### config.mk
export PLATFORM = sky130hd
export DESIGN_NAME = ascii_write_buffer
export DESIGN_NICKNAME = d
export VERILOG_FILES = /design/src/rtl/ascii_pkg.sv /design/src/rtl/ascii_fifo.sv /design/src/rtl/ascii_write_buffer.sv
export SDC_FILE = /design/constraint.sdc
export NUM_CORES = 1
export LEC_CHECK = 0
export ABC_AREA = 1
export BUFFER_PORTS_ARGS = -buffer_cell sky130_fd_sc_hd__buf_2
export CORE_AREA = 4 4 161 163
export CTS_CLUSTER_DIAMETER = 150
export CTS_CLUSTER_SIZE = 16
export DETAILED_ROUTE_END_ITERATION = 8
export DIE_AREA = 0 0 165 167
export GPL_TIMING_DRIVEN = 0
export HOLD_SLACK_MARGIN = 0.12
export PLACE_DENSITY = 0.53
export SLEW_MARGIN = 20
export SYNTH_ARGS = -nofsm -noshare
export SYNTH_HDL_FRONTEND = slang
export SYNTH_SLANG_ARGS = --single-unit
### constraint.sdc
create_clock -name clk -period 2.4 [get_ports clk]
set_clock_uncertainty 0.2 [all_clocks]
set_input_delay 0.36 -clock clk [delete_from_list [all_inputs] [get_ports clk]]
set_output_delay 0.36 -clock clk [all_outputs]
set_load 0.05 [all_outputs]
### src/rtl/ascii_pkg.sv
// Shared definitions for the ASCII write buffer.
//   state_t              : FSM state encoding (CLEAR exists only when
//                          ASCII_WRITE_BUFFER_CLEAR_EN is defined)
//   BLANK_CHAR           : character written by a screen clear
//   DEFAULT_SCREEN_CELLS : cells swept by a clear (80x60 text screen)
package ascii_pkg;

`ifdef ASCII_WRITE_BUFFER_CLEAR_EN
  typedef enum logic [1:0] {
    IDLE  = 2'd0,
    DRAIN = 2'd1,
    CLEAR = 2'd2
  } state_t;
`else
  typedef enum logic [1:0] {
    IDLE  = 2'd0,
    DRAIN = 2'd1
  } state_t;
`endif

  localparam logic [7:0] BLANK_CHAR           = 8'h20;
  localparam int         DEFAULT_SCREEN_CELLS = 4800;

endpackage

### src/rtl/ascii_fifo.sv
// Synchronous FIFO holding pending character-RAM writes.
// Ports:
//   clk, rst   : clock, synchronous active-high reset
//   push       : store push_data at the tail (ignored when full)
//   pop        : discard the head entry (ignored when empty)
//   push_data  : entry to store
//   head_data  : entry at the head (valid when empty=0)
//   full/empty : occupancy flags derived from the registered count
//   count      : number of stored entries, 0..DEPTH
// DEPTH must be a power of two (2..64) so the pointers wrap naturally.
module ascii_fifo #(
  parameter int DEPTH = 8,
  parameter int WIDTH = 21
) (
  input  logic                   clk,
  input  logic                   rst,
  input  logic                   push,
  input  logic                   pop,
  input  logic [WIDTH-1:0]       push_data,
  output logic [WIDTH-1:0]       head_data,
  output logic                   full,
  output logic                   empty,
  output logic [$clog2(DEPTH):0] count
);

  localparam int            PW      = $clog2(DEPTH);
  localparam logic [PW:0]   DEPTH_C = (PW + 1)'(DEPTH);

  logic [WIDTH-1:0] mem [DEPTH];
  logic [PW-1:0]    head;
  logic [PW-1:0]    tail;
  logic             push_ok;
  logic             pop_ok;

  assign push_ok   = push && !full;
  assign pop_ok    = pop && !empty;
  assign full      = (count == DEPTH_C);
  assign empty     = (count == '0);
  assign head_data = mem[head];

  // Storage carries no reset; only entries between head and tail are ever read.
  always_ff @(posedge clk) begin
    if (push_ok) begin
      mem[tail] <= push_data;
    end
  end

  always_ff @(posedge clk) begin
    if (rst) begin
      head  <= '0;
      tail  <= '0;
      count <= '0;
    end else begin
      if (push_ok) begin
        tail <= tail + 1'b1;
      end
      if (pop_ok) begin
        head <= head + 1'b1;
      end
      if (push_ok && !pop_ok) begin
        count <= count + 1'b1;
      end else if (pop_ok && !push_ok) begin
        count <= count - 1'b1;
      end
    end
  end

endmodule

### src/rtl/ascii_write_buffer.sv
// Buffers core store-to-VGA writes and replays them into the character RAM,
// optionally sweeping the whole screen with blanks on request.
// Optional feature macro: ASCII_WRITE_BUFFER_CLEAR_EN (screen clear support).
// Ports:
//   clk, rst            : clock, synchronous active-high reset
//   wr_en               : one store per asserted cycle (dropped while full)
//   wr_address          : target character cell
//   wr_data             : store data, bits [7:0] are the character
//   clear_req           : single-cycle request to blank the screen
//   char_ready          : character RAM accepts a write this cycle
//   char_write_en       : registered write strobe to the character RAM
//   char_write_address  : registered write address
//   char_write_data     : registered write character
//   full                : FIFO full
//   busy                : work pending (FSM active, FIFO non-empty or clear pending)
//   overflow            : sticky flag, a store was dropped; cleared only by rst
module ascii_write_buffer
  import ascii_pkg::*;
#(
  parameter int DEPTH        = 8,
  parameter int ADDR_WIDTH   = 13,
  parameter int SCREEN_CELLS = DEFAULT_SCREEN_CELLS
) (
  input  logic                  clk,
  input  logic                  rst,
  input  logic                  wr_en,
  input  logic [ADDR_WIDTH-1:0] wr_address,
  input  logic [31:0]           wr_data,
  input  logic                  clear_req,
  input  logic                  char_ready,
  output logic                  char_write_en,
  output logic [ADDR_WIDTH-1:0] char_write_address,
  output logic [7:0]            char_write_data,
  output logic                  full,
  output logic                  busy,
  output logic                  overflow
);

  localparam int                    CW        = $clog2(DEPTH) + 1;
  localparam int                    EW        = ADDR_WIDTH + 8;
  localparam logic [CW-1:0]         ONE_ENTRY = CW'(1);
  localparam logic [ADDR_WIDTH-1:0] LAST_CELL = ADDR_WIDTH'(SCREEN_CELLS - 1);

  state_t                state;
  logic                  push;
  logic                  pop;
  logic                  last_pop;
  logic                  fifo_empty;
  logic [CW-1:0]         fifo_count;
  logic [EW-1:0]         head_entry;
  logic [ADDR_WIDTH-1:0] head_address;
  logic [7:0]            head_char;
  logic                  unused_inputs;

`ifdef ASCII_WRITE_BUFFER_CLEAR_EN
  logic                  clear_pending;
  logic [ADDR_WIDTH-1:0] sweep_addr;
`endif

  // Upper store bits and, in the default build, clear_req carry no function.
  assign unused_inputs = ^{wr_data[31:8], clear_req, LAST_CELL};

  // Acceptance looks only at the registered full flag, so a push arriving
  // while full is dropped even if the same cycle pops an entry.
  assign push = wr_en && !full;

  // IDLE issues the first write itself so a store reaches the RAM one edge
  // after it lands in the FIFO; entries are never bypassed around the FIFO.
  assign pop      = char_ready && !fifo_empty && (state == IDLE || state == DRAIN);
  assign last_pop = pop && !push && (fifo_count == ONE_ENTRY);

  assign {head_address, head_char} = head_entry;

  ascii_fifo #(
    .DEPTH (DEPTH),
    .WIDTH (EW)
  ) u_fifo (
    .clk       (clk),
    .rst       (rst),
    .push      (push),
    .pop       (pop),
    .push_data ({wr_address, wr_data[7:0]}),
    .head_data (head_entry),
    .full      (full),
    .empty     (fifo_empty),
    .count     (fifo_count)
  );

  always_ff @(posedge clk) begin
    if (rst) begin
      state              <= IDLE;
      char_write_en      <= 1'b0;
      char_write_address <= '0;
      char_write_data    <= '0;
      overflow           <= 1'b0;
`ifdef ASCII_WRITE_BUFFER_CLEAR_EN
      clear_pending      <= 1'b0;
      sweep_addr         <= '0;
`endif
    end else begin
      char_write_en <= 1'b0;
      if (wr_en && full) begin
        overflow <= 1'b1;
      end
`ifdef ASCII_WRITE_BUFFER_CLEAR_EN
      if (clear_req) begin
        clear_pending <= 1'b1;
      end
`endif
      case (state)
        IDLE: begin
          if (!fifo_empty) begin
            if (pop) begin
              char_write_en      <= 1'b1;
              char_write_address <= head_address;
              char_write_data    <= head_char;
            end
            state <= last_pop ? IDLE : DRAIN;
          end
`ifdef ASCII_WRITE_BUFFER_CLEAR_EN
          else if (clear_pending) begin
            // Stores queued before the request are already out by now.
            sweep_addr <= '0;
            state      <= CLEAR;
          end
`endif
        end
        DRAIN: begin
          if (pop) begin
            char_write_en      <= 1'b1;
            char_write_address <= head_address;
            char_write_data    <= head_char;
          end
          if (fifo_empty || last_pop) begin
            state <= IDLE;
          end
        end
`ifdef ASCII_WRITE_BUFFER_CLEAR_EN
        CLEAR: begin
          // A fresh request restarts the sweep instead of queueing another.
          if (clear_req) begin
            sweep_addr <= '0;
          end else if (char_ready) begin
            char_write_en      <= 1'b1;
            char_write_address <= sweep_addr;
            char_write_data    <= BLANK_CHAR;
            if (sweep_addr == LAST_CELL) begin
              sweep_addr    <= '0;
              clear_pending <= 1'b0;
              state         <= IDLE;
            end else begin
              sweep_addr <= sweep_addr + 1'b1;
            end
          end
        end
`endif
        default: state <= IDLE;
      endcase
    end
  end

`ifdef ASCII_WRITE_BUFFER_CLEAR_EN
  assign busy = (state != IDLE) || !fifo_empty || clear_pending;
`else
  assign busy = (state != IDLE) || !fifo_empty;
`endif

endmodule

Word level (Yosys, flattened, before mapping)
Memories as Yosys holds them, arrays and structs flattened. A register that Yosys moved wholly into a read port is not among the register bits.
Index checks and enable logic that the tools add are counted.
{"block": "totals", "input_bits": 50, "reg_bits": 35, "output_inout_bits": 25, "memories": 1, "ram_bits": 168, "word_cells": 62}
{"memory": "u_fifo.mem", "words": 8, "width": 21, "rd": 1, "rd_clocked_by_memory_dff": 1, "write_ports": 1, "line": "ascii_fifo.sv:29", "source": "logic [WIDTH-1:0] mem [DEPTH];"}
{"block": "op_classes", "eq_ne": 5, "mux": 19, "n_reduce_logical": 25, "addsub": 4}
{"operator": "$mux W13", "n": 2}
{"operator": "$pmux W13 S2", "n": 1}
{"operator": "$mux W8", "n": 2}
{"operator": "$pmux W8 S2", "n": 1}
{"operator": "$logic_and A1 B1 Y1", "n": 10}
{"operator": "$mux W4", "n": 2}
{"operator": "$add A3 B1 Y3 const B", "n": 2}
{"operator": "$mux W3", "n": 2}
{"operator": "$reduce_bool A2 Y1", "n": 3}
{"operator": "$logic_not A1 Y1", "n": 5}
{"operator": "$mux W1", "n": 5}
{"operator": "$add A4 B1 Y4 const B", "n": 1}
{"operator": "$eq A4 B1 Y1 const B", "n": 1}
{"operator": "$eq A4 B4 Y1 const B", "n": 1}
{"operator": "$logic_not A4 Y1", "n": 1}
{"operator": "$mux W2", "n": 2}
{"operator": "$pmux W2 S2", "n": 1}
{"operator": "$reduce_and A2 Y1", "n": 2}
{"operator": "$sub A4 B1 Y4 const B", "n": 1}
{"operator": "$logic_or A1 B1 Y1", "n": 3}
{"operator": "$eq A2 B1 Y1 const B", "n": 1}
{"operator": "$logic_not A2 Y1", "n": 1}
{"operator": "$ne A2 B1 Y1 const B", "n": 1}
{"operator": "$ne A2 B2 Y1 const B", "n": 1}
{"operator": "$pmux W1 S2", "n": 1}

Logic depth before layout (Yosys ltp)
Gate-level depths: netlist of run 1.
{"block": "depth", "depth_word": 9, "ltp_mapped": 12, "depth_no_buf": 12}

By module
Synthesis of run 1 repeated with hierarchy kept, for this count alone.
{"block": "unflattened", "hier_cells": 722, "hier_area_um2": 8130.3}
{"module": "ascii_fifo", "n_inst": 1, "cells_each": 609, "area_each_um2": 7240.7, "seq_area_each_um2": 5305.1}
{"module": "ascii_write_buffer", "n_inst": 1, "cells_each": 113, "area_each_um2": 889.6, "seq_area_each_um2": 480.5}

Worst setup path before layout of run 1
OpenSTA, ideal clock, no wires.
{"block": "synth_path", "kind": "register to register", "startpoint": "register u_fifo.count[0]", "endpoint": "memory u_fifo.mem[0][0], enable pin", "path_slack_ps": -196, "t_arrival_ps": 1998, "setup_ps": 399, "period_less_slack_ps": 2596, "t_required_ps": 1801, "path_buffers": 0, "stages_incl_launch_ff": 8, "path_cell_list": "dfxtp_1 -> inv_1 -> ha_1 -> nand3_1 -> nand2_1 -> inv_1 -> nand2_1 -> nor2_1"}
{"block": "synth_between", "elab_chain_cells": 6}
{"item": "from (decl)", "line": "ascii_fifo.sv:23", "source": "output logic [$clog2(DEPTH):0] count"}
{"item": "from (signal assigned)", "line": "ascii_fifo.sv:61", "source": "count <= count + 1'b1;"}
{"item": "from (signal assigned)", "line": "ascii_fifo.sv:63", "source": "count <= count - 1'b1;"}
{"item": "$eq A4 B4 Y1 (*)", "line": "ascii_fifo.sv:37", "source": "assign full = (count == DEPTH_C);"}
{"item": "$logic_not A1 Y1 (*)", "line": "ascii_fifo.sv:35, ascii_write_buffer.sv:65"}
{"item": "$logic_and A1 B1 Y1", "line": "ascii_write_buffer.sv:65", "source": "assign push = wr_en && !full;"}
{"item": "$logic_and A1 B1 Y1 (*)", "line": "ascii_fifo.sv:35", "source": "assign push_ok = push && !full;"}
{"item": "named net u_fifo.push_ok", "line": "ascii_fifo.sv:32", "source": "logic push_ok;"}
{"item": "$mux W1 (*)", "line": "ascii_fifo.sv:43", "source": "if (push_ok) begin"}
{"item": "$mux W1 (implied by the code) (*)", "line": "ascii_fifo.sv:44", "source": "mem[tail] <= push_data;"}
{"item": "to (decl)", "line": "ascii_fifo.sv:29"}
Mark *: on every way through the listed nets, which the timed path passes. The rest lies on a longest branch.

Final worst setup path of run 1
{"block": "layout_path", "startpoint": "register u_fifo.count[1]", "endpoint": "output port busy"}
{"block": "layout_between", "elab_chain_cells": 3}
{"item": "$logic_not A4 Y1", "line": "ascii_fifo.sv:38", "source": "assign empty = (count == '0);"}
{"item": "$logic_not A1 Y1", "line": "ascii_write_buffer.sv:165", "source": "assign busy = (state != IDLE) || !fifo_empty;"}
{"item": "$logic_or A1 B1 Y1", "line": "ascii_write_buffer.sv:165"}
{"item": "to (decl)", "line": "ascii_write_buffer.sv:35", "source": "output logic busy,"}
Every way passes these cells.

==> qor.txt, run 1 <==
first-pass GRT wire length: 32,460 µm
Post-DRT Antenna Nets: 0
Final Power: 10.33 mW
Nets: 998
Design Area, Final: 10,220 µm²
fillers: 2,342
Synth Area in Adders: 0.008873
slack of the critical path: 0.1046 ns
XOR/XNOR Fraction of Synth Area: 0.001035
Worst EP required: 1.84 ns
simple-gate share of the synthesized area: 0.1943
GR Util All Layers: 0.1559
Tcrit/Tclk final: 0.9564
worst r2r src: u_fifo.count[0]
antenna diode count: 0
critical path, cell by cell: inv_1, ha_1, nand2_1, or2_2, buf_2
multiplexer area fraction after synthesis: 0
clock sink count: 205
vias in the first global route: 5,363
I/O pins: 75
Syn Area/Cell: 10.16 µm²
power density cells: 1010 nW/µm²
largest family of logic cells by synthesized area: simple AND/OR/NAND/NOR gates
Int Pwr: 6.521 mW
Hold Path Class: register to register
min-delay src: char_write_address[11]
initial antenna violation count: 0
Cell variety after synth: 21
die height: 167 µm
Slew @ Worst Pin: 0.8134 ns
Fmax: 435.6 MHz
DP HPWL: 13,020 µm
pre-CTS WS: -0.2683 ns
deepest clock path buffer count: 3
Layout area overhead: 20.78%
IR drop worst, VDD: 0.4464 mV
Setup crit start kind: register
critical path endpoint category: output port
CP max-delay cell: dfxtp_1
port bufs: 48
CTS H-tree lvls: 1
clock tree root driver cell: clkbuf_16
DIE WIDTH: 165 µm
Routed wire per std cell: 17.01 µm
Remaining DRCs: 0
clock share of power: 0.242
# Max-Cap Violations: 0
DP Area: 9304 µm²
slowest stage delay, CP: 0.33 ns
Synth Area in Compound Gates: 0.02573
Rows: 57
RSZ-0062 raised after global routing: true
max_slew headroom: 0.4578
Crit path arrival time: 1.74 ns
reg2reg setup slack: 0.16 ns
share of cells above drive strength 1: 0.1313
Logic pwr share: 0.335
switch share: 0.3685
worst-path fanout max: 4
Starting Density: 0.3479
largest net degree at the start of global routing: 22
FF/Latch Area: 5787 µm²
GRT overflow: 0
Pleak: 4.301 nW
share of the yosys chip area belonging to registers: 0.6838
CTS tree: yes
Tmin final: 2.295 ns
switching power total: 3.805 mW
Multi-input gate area: 2044 µm²
Final Setup Violations: 0
final WL: 21,700 µm
Post-Syn Area: 8461 µm²
Reg power frac: 0.423
via count: 5,822
Crit Path Class: register to output port
Initial DRT Pass Iterations: 5
Detailed Route Iter0 Violations: 517
Gate Count Post-Synth: 833
Slew Viols, Final: 0
clk_lat worst skew: 0.47 ns
Net Count, Synth: 889
number of buffers created by CTS: 16
vias per cell: 4.563
crit path from: u_fifo.count[1]
Seq cells post-synth: 205
GPL Wtd Cong: 0.7743
total core area: 24,320 µm²
Worst-path clk slew: 0.07 ns
Die ar.: 27,560 µm²
final hold vios: 0
Synth Warn #: 0
status: complete, no violations
## worst max-delay path: cells and delay by family, from the launching register on
kind | cells | cell delay (ns)
buffers and inverters | 2 | 0.32
and+or+nand+nor | 2 | 0.40
DFF | 1 | 0.33
adders and majority gates | 1 | 0.21
## synth_stat cells, drive strengths merged
cell type    n  area share
a31oi        1     0.00074
xnor2        1      0.0010
edfxtp     168        0.60
dfxtp       37       0.088
and3         1     0.00074
nor2        17      0.0075
or2          1     0.00074
nand3      129       0.076
nand2      245        0.11
ha           6      0.0089
clkinv       1     0.00044
o21ai        9      0.0053
a21oi       29       0.017
o22ai        2      0.0015
buf         30       0.017
a41oi        1      0.0010
clkbuf       8      0.0035
inv        147       0.065
## power by group through the flow
stage / sequential [mW] / clock [mW] / combinational (mW)
detailed placement: 4.44 / 0 / 3.36
global placement: 4.45 / 0 / 3.25
CTS: 4.37 / 2.56 / 3.47
floorplan: 4.88 / 0 / 1.77
global route: 4.41 / 2.72 / 3.79
finish: 4.36 / 2.50 / 3.46
## final timing paths
kind	to	depth (start not counted)
max	busy	5
max reg2reg	u_fifo.count[2]	10
min	char_write_address[11]	2
min reg2reg	char_write_address[11]	2
## through the flow
stage / utilization / TNS [ns] / instances / hold WS (ns)
floorplan: - / -16.49 / 833 / 0.2476
global placement: 0.3749 / -165.92 / 1205 / 0.2339
detailed placement: 0.3826 / -18.55 / 1210 / 0.2539
CTS: 0.4194 / 0 / 1275 / 0.2642
global route: 0.4202 / -0.005914 / 1276 / 0.2811
finish: 0.4202 / 0 / 1276 / 0.2613
## layout make-up
type	count	share of cell area
Buffer	38	0.01739
Tap cell	324	0.03967
Clock buffer	27	0.04530
Clock inverter	1	0.0004898
Inverter	148	0.05436
Timing Repair Buffer	88	0.07640
Sequential cell	205	0.5663
Multi-Input combinational cell	445	0.2001
## flip-flops by register name (all words and copies together) (netlist names), named ones only
name	flops
state	1
char_write_en	1
overflow	1
char_write_address	13
u_fifo.tail	3
char_write_data	8
u_fifo.mem	168
u_fifo.count	4
u_fifo.head	3
## placed cells by master (no fill, tap or decap)
master	n
a41oi_1	1
clkbuf_2	1
clkbuf_1	18
inv_2	3
nand3_1	129
clkinv_2	1
dfxtp_1	36
clkinv_1	1
edfxtp_1	168
a31oi_1	1
nor2_4	11
inv_1	144
xnor2_1	1
o21ai_0	9
and3_1	1
o22ai_1	2
dlygate4sd3_1	26
nand2_1	242
buf_12	6
dfxtp_2	1
buf_2	72
ha_1	6
buf_4	4
nor2_1	9
clkbuf_16	17
a21oi_1	29
nand2_2	3
buf_16	5
buf_1	4
or2_2	1
## layer usage
layer  vias up  global-route usage  part of all wire
li1       2906                   -                 -
met1      2734              0.2343              0.48
met2       158              0.2418              0.45
met3        24             0.01903             0.055
met4         0             0.03472             0.016
met5         -                   0                 0
## repair_timing
item	CTS	global route
pin swaps	6	1
resized for setup	5	5
setup endpoints to repair	150	34
endpoints found under the hold margin	176	0
cloned	2	1
hold buffers	26	0
setup buffers	9	0
## kinds of logic after synthesis
group | count (synthesis)
and+or+nand+nor | 393
DFF | 205
buffers and inverters | 186
AOI/OAI and AO/OA | 42
adders and majority gates | 6
xor gates and xnor gates | 1
No activity file was read; power rests on OpenSTA's default activity.
==> run 2, diff against run 1 <==
Settings changed: ABC_AREA 1 to not set, CORE_AREA 4 4 161 163 to 4 4 154 156, DIE_AREA 0 0 165 167 to 0 0 158 160.
==> qor.txt, run 2 <==
port bufs: 49 (was 48)
Layout area overhead: 23.99% (was 20.78%)
Nets: 624 (was 998)
final WL: 18,170 µm (was 21,700 µm)
pre-CTS WS: -0.4197 ns (was -0.2683 ns)
Crit Path Class: register to register (was register to output port)
Synth Warn #: 0 (unchanged)
power density cells: 1012 nW/µm² (was 1010 nW/µm²)
most frequent cell after synthesis: edfxtp_1 (was nand2_1)
FF/Latch Area: 5793 µm² (was 5787 µm²)
Post-DRT Antenna Nets: 0 (unchanged)
share of cells above drive strength 1: 0.2336 (was 0.1313)
critical path's top delay family: simple AND/OR/NAND/NOR gates (unchanged)
max FFs per register: 168 (unchanged)
first-pass GRT wire length: 25,110 µm (was 32,460 µm)
CP max-delay cell: or3_4 (was dfxtp_1)
Slew Viols, Final: 0 (unchanged)
Net Count, Synth: 503 (was 889)
routed wl met3: 693 µm (was 1203 µm)
Final Setup Violations: 0 (unchanged)
EDFF count, synth: 168 (unchanged)
critical path endpoint category: register (was output port)
via count: 4,329 (was 5,822)
top cells by instance count after synthesis: edfxtp_1 (168), mux2i_1 (85), a22oi_1 (42) (was nand2_1 (244), edfxtp_1 (168), inv_1 (145))
GRT overflow: 0 (unchanged)
Tmin final: 2.357 ns (was 2.295 ns)
vias in the first global route: 4,272 (was 5,363)
CTS tree: yes (unchanged)
asr flop ratio synth: 0 (unchanged)
Initial DRT Pass Iterations: 4 (was 5)
Syn Area/Cell: 17.28 µm² (was 10.16 µm²)
clock tree root driver cell: clkbuf_16 (unchanged)
Routed wire per std cell: 21.05 µm (was 17.01 µm)
Seq cells post-synth: 205 (unchanged)
deepest clock path buffer count: 3 (unchanged)
IR drop worst, VDD: 0.4769 mV (was 0.4464 mV)
Crit path arrival time: 2.32 ns (was 1.74 ns)
Remaining DRCs: 0 (unchanged)
Worst-path clk slew: 0.07 ns (about the same)
clk_lat worst skew: 0.47 ns (about the same)
Die ar.: 25,280 µm² (was 27,560 µm²)
total core area: 22,370 µm² (was 24,320 µm²)
die height: 160 µm (was 167 µm)
critical path, cell by cell: inv_4, ha_4, nand3b_1, buf_4, clkinvlp_4, or3_4, nor3_4, buf_8 (was inv_1, ha_1, nand2_1, or2_2, buf_2)
I/O pins: 75 (unchanged)
status: complete, no violations (unchanged)
antenna diode count: 0 (unchanged)
slowest stage delay, CP: 0.46 ns (was 0.33 ns)
# Max-Cap Violations: 0 (unchanged)
GR Util All Layers: 0.1300 (was 0.1559)
dpl cells: 784 (was 1,210)
Synth area leader: edfxtp_1 (unchanged)
CTS H-tree lvls: 1 (unchanged)
GPL Wtd Cong: 0.7165 (was 0.7743)
final hold vios: 0 (unchanged)
Top reg by flops: u_fifo.mem (unchanged)
worst-path fanout max: 11 (was 4)
Cell variety after synth: 32 (was 21)
commonest cells after routing, fill and taps aside: edfxtp_1 (168), mux2i_1 (85), buf_2 (51), a22oi_1 (42), dfxtp_1 (35) (was nand2_1 (242), edfxtp_1 (168), inv_1 (144), nand3_1 (129), buf_2 (72))
top cells by area, synth: edfxtp_1 (65%), mux2i_1 (11%), dfxtp_1 (9.6%) (was edfxtp_1 (60%), nand2_1 (11%), dfxtp_1 (8.8%))
max_slew headroom: 0.4968 (was 0.4578)
met2 WL: 8915 µm (was 9759 µm)
dominant synthesized flop cell: edfxtp_1 (unchanged)
Starting Density: 0.3454 (was 0.3479)
Worst EP required: 2.37 ns (was 1.84 ns)
DP HPWL: 10,310 µm (was 13,020 µm)
Hold Path Class: register to register (unchanged)
top sig layer: met4 (unchanged)
DIE WIDTH: 158 µm (was 165 µm)
Util after Layout: 0.4283 (was 0.4202)
fillers: 1,963 (was 2,342)
initial antenna violation count: 0 (unchanged)
slack of the critical path: 0.04320 ns (was 0.1046 ns)
largest registers: u_fifo.mem: 168 flops, char_write_address: 13 flops, char_write_data: 8 flops (unchanged)
Final Power: 9.690 mW (was 10.33 mW)
Non-Filler Instances: 863 (was 1,276)
total negative slack: 0 ns (unchanged)
Tcrit/Tclk final: 0.9820 (was 0.9564)
Fmax: 424.3 MHz (was 435.6 MHz)
share of the synthesized area in the top cell type: 0.6531 (was 0.5963)
Post-Syn Area: 7725 µm² (was 8461 µm²)
buffers and inverters on the worst path: 4 (was 2)
largest net degree at the start of global routing: 22 (unchanged)
worst hold slack: 0.2711 ns (was 0.2613 ns)
Multi-input gate area: 1941 µm² (was 2044 µm²)
Setup crit start kind: register (unchanged)
number of buffers created by CTS: 16 (unchanged)
Rows: 55 (was 57)
Pleak: 3.233 nW (was 4.301 nW)
Design Area, Final: 9578 µm² (was 10,220 µm²)
clock sink count: 205 (unchanged)
Slew @ Worst Pin: 0.7548 ns (was 0.8134 ns)
most common cell after layout, fill and taps aside: edfxtp_1 (was nand2_1)
DP Area: 8478 µm² (was 9304 µm²)
share of the yosys chip area belonging to registers: 0.7489 (was 0.6838)
vias per cell: 5.016 (was 4.563)
wl on met1: 8334 µm (was 10,400 µm)
Detailed Route Iter0 Violations: 245 (was 517)
Gate Count Post-Synth: 447 (was 833)
[run 2: cell types whose count changed in the layout (fill, tap and decap cells not counted), moves of 23 or more]
cell / change
a21oi_1: -23
a22oi_1: +42
inv_1: -142
mux2i_1: +85
nand2_1: -237
nand3_1: -125
[run 2: final timing paths]
| check | startpoint | to | slack, ns | depth (start not counted) |
|---|---|---|---|---|
| max reg2reg | u_fifo.count[1] | u_fifo.mem[0][10] | 0.04 | 8 |
| min | char_write_address[2] | char_write_address[2] | 0.27 | 1 |
| min reg2reg | char_write_address[2] | char_write_address[2] | 0.27 | 1 |
| max | u_fifo.count[1] | u_fifo.mem[0][10] | 0.04 | 8 |
[run 2: cells by family after synthesis]
kind of cell	Yosys count	synth area share
compound gates	73	0.07515
fa+ha+maj	6	0.009718
xor+xnor	6	0.006803
mux	85	0.1101
flops	205	0.7489
simple gates	44	0.02883
buf+inv	28	0.02041
[run 2: what timing repair did]
item                                    4_1_cts  5_1_grt
pin swaps                                     3       10
buffers inserted                              5       17
hold buffers                                 24        0
hold endpoints to repair                    177        0
cloned                                        0        5
endpoints found under the setup margin      161      119
gates resized for setup                       6        9
[run 2: final cells by class]
| cell class | instances | area share |
|---|---|---|
| Buffer | 23 | 0.01450 |
| Sequential cell | 205 | 0.6048 |
| Multi-Input combinational cell | 219 | 0.2026 |
| Clock inverter | 1 | 0.0005225 |
| Timing Repair Buffer | 98 | 0.08935 |
| Inverter | 5 | 0.002613 |
| Clock buffer | 27 | 0.04833 |
| Tap cell | 285 | 0.03723 |
[run 2: report_power, final]
part	leakage (nW)	internal (mW)	switching, mW
clock	0.225	1.32	1.15
sequential	1.83	4.18	0.163
combinational	1.18	1.11	1.77
[run 2: layer usage]
layer,global-route usage,vias to the layer above
li1,-,2022
met1,0.1734,2203
met2,0.2235,87
met3,0.02195,17
met4,0.02753,0
met5,0,-
[run 2: worst reg2reg max path, cell delays in order, from the launching register on]
cell and delay (ns):
dfxtp_4 0.36, inv_4 0.04, ha_4 0.15, nand3b_1 0.15, buf_4 0.15, clkinvlp_4 0.08, or3_4 0.46, nor3_4 0.26
buf_8 0.20
==> run 3, diff against run 2 <==
Settings changed: CORE_AREA 4 4 154 156 to 3 3 153 155, DIE_AREA 0 0 158 160 to 0 0 156 158, PLACE_DENSITY 0.53 to 0.62.
==> qor.txt, run 3 (synthesis gave the netlist of run 2 again) <==
CTS tree: yes (unchanged)
buffers and inverters on the worst path: 2 (was 4)
FF-to-FF path depth: 6 (was 8)
min-delay src: char_write_data[0] (was char_write_address[2])
number of buffers created by CTS: 16 (unchanged)
Routed wire per std cell: 21.08 µm (was 21.05 µm)
die height: 158 µm (was 160 µm)
clock tree root driver cell: clkbuf_16 (unchanged)
IR drop worst, VDD: 0.5033 mV (was 0.4769 mV)
Nets: 623 (was 624)
switch share: 0.3175 (about the same)
DIE WIDTH: 156 µm (was 158 µm)
clk_lat worst skew: 0.48 ns (was 0.47 ns)
critical path's top delay family: simple AND/OR/NAND/NOR gates (unchanged)
Reg power frac: 0.442 (was 0.448)
Detailed Route Iter0 Violations: 292 (was 245)
GR Util All Layers: 0.1461 (was 0.1300)
Worst-path clk slew: 0.07 ns (about the same)
I/O pins: 75 (unchanged)
Int Pwr: 6.702 mW (was 6.613 mW)
vias per cell: 5.067 (was 5.016)
clock sink count: 205 (unchanged)
largest registers: u_fifo.mem: 168 flops, char_write_address: 13 flops, char_write_data: 8 flops (unchanged)
Die ar.: 24,650 µm² (was 25,280 µm²)
status: complete, no violations (unchanged)
max_slew headroom: 0.5172 (was 0.4968)
Layout area overhead: 23.57% (was 23.99%)
slowest stage delay, CP: 0.50 ns (was 0.46 ns)
share of cells above drive strength 1: 0.2340 (was 0.2336)
Starting Density: 0.3518 (was 0.3454)
FF-to-FF End: u_fifo.mem[5][11] (was u_fifo.mem[0][10])
switching power total: 3.117 mW (was 3.077 mW)
critical path, cell by cell: inv_2, ha_4, nand3b_1, nand3_2, nor2_4, buf_16 (was inv_4, ha_4, nand3b_1, buf_4, clkinvlp_4, or3_4, nor3_4, buf_8)
first-pass GRT wire length: 26,660 µm (was 25,110 µm)
Worst EP required: 2.39 ns (was 2.37 ns)
# Max-Cap Violations: 0 (unchanged)
pre-CTS WS: -0.4405 ns (was -0.4197 ns)
Non-Filler Instances: 857 (was 863)
Initial DRT Pass Iterations: 5 (was 4)
antenna diode count: 0 (unchanged)
Final Setup Violations: 0 (unchanged)
DP Area: 8499 µm² (was 8478 µm²)
largest net degree at the start of global routing: 18 (was 22)
GRT overflow: 0 (unchanged)
clock share of power: 0.251 (was 0.254)
Logic pwr share: 0.307 (was 0.297)
slack of the critical path: 0.03213 ns (was 0.04320 ns)
hold endpoint: char_write_data[0] (was char_write_address[2])
power density cells: 1029 nW/µm² (was 1012 nW/µm²)
vias in the first global route: 4,522 (was 4,272)
worst-path fanout max: 13 (was 11)
dpl cells: 780 (was 784)
DP HPWL: 10,350 µm (was 10,310 µm)
Rows: 54 (was 55)
Tmin final: 2.368 ns (was 2.357 ns)
final WL: 18,070 µm (was 18,170 µm)
Slew @ Worst Pin: 0.7242 ns (was 0.7548 ns)
Hold Path Stages: 1 (unchanged)
Setup crit start kind: register (unchanged)
initial antenna violation count: 0 (unchanged)
Design Area, Final: 9545 µm² (was 9578 µm²)
most common cell after layout, fill and taps aside: edfxtp_1 (unchanged)
Hold Path Class: register to register (unchanged)
Crit path arrival time: 2.36 ns (was 2.32 ns)
Post-DRT Antenna Nets: 0 (unchanged)
via count: 4,342 (was 4,329)
total core area: 21,960 µm² (was 22,370 µm²)
Fmax: 422.3 MHz (was 424.3 MHz)
port bufs: 49 (unchanged)
Pleak: 3.226 nW (was 3.233 nW)
CTS H-tree lvls: 1 (unchanged)
critical path endpoint category: register (unchanged)
worst r2r src: u_fifo.count[1] (unchanged)
Tcrit/Tclk final: 0.9866 (was 0.9820)
commonest cells after routing, fill and taps aside: edfxtp_1 (168), mux2i_1 (85), buf_2 (51), a22oi_1 (42), dfxtp_1 (35) (unchanged)
Slew Viols, Final: 0 (unchanged)
GPL Wtd Cong: 0.7625 (was 0.7165)
Top reg by flops: u_fifo.mem (unchanged)
final hold vios: 0 (unchanged)
max FFs per register: 168 (unchanged)
RSZ-0062 raised after global routing: true
reg2reg setup slack: 0.03 ns (was 0.04 ns)
deepest clock path buffer count: 3 (unchanged)
CP max-delay cell: nor2_4 (was or3_4)
Crit Path Class: register to register (unchanged)
Remaining DRCs: 0 (unchanged)
==> run 3: how the worst max path moves through the flow <==
stage	from	end	slack (ns)	cells after the start
floorplan	u_fifo.count[0]	u_fifo.mem[0][0]	-0.34	6
global placement	u_fifo.count[0]	u_fifo.mem[1][18]	-0.94	5
detailed placement	u_fifo.count[1]	u_fifo.mem[0][16]	-0.44	7
CTS	u_fifo.count[0]	u_fifo.mem[4][10]	0.02	6
global route	u_fifo.count[1]	u_fifo.count[3]	-0.06	11
finish	u_fifo.count[1]	u_fifo.mem[5][11]	0.03	6
==> run 3: repair_timing <==
action                                  CTS  global route
hold endpoints to repair                177             0
endpoints found under the setup margin  149           104
buffers inserted                         11             8
hold buffers                             24             0
gates cloned                              6             0
pin swaps                                 8             6
gates resized for setup                  11             5
==> run 3: layout make-up <==
class | count | area (µm²)
clock inverters | 1 | 5.005
plain buffers | 23 | 138.9
fillers | 1900 | 12410
flip-flops and latches | 205 | 5791
inverters | 5 | 22.52
clock buffers | 27 | 462.9
well taps | 280 | 350.3
multi-input cells | 219 | 1953
repair buffers | 97 | 822.0
==> run 3: layer usage <==
metal / GRT usage / part of all wire
met5: 0 / 0
met4: 0.04836 / 0.020
met3: 0.02570 / 0.054
met2: 0.2590 / 0.51
met1: 0.1816 / 0.41
==> run 3: stage by stage <==
step             util  power (mW)  hold slack, ns  TNS, ns
2_1_floorplan       -       6.371          0.2291   -11.39
3_3_place_gp   0.3822       6.999          0.2548   -73.96
3_5_place_dp   0.3871       7.127          0.2543   -33.03
4_1_cts        0.4296       9.820          0.2709        0
5_1_grt        0.4347       10.25          0.2860  -0.1029
6_report       0.4347       9.820          0.2657        0
==> run 3: power groups by stage <==
stage	combinational, mW	sequential (mW)	clock [mW]
after CTS	2.95	4.34	2.53
after detailed placement	2.70	4.43	0
after global placement	2.58	4.42	0
final	3.01	4.34	2.47
after floorplan	1.55	4.82	0
after global routing	3.20	4.37	2.68
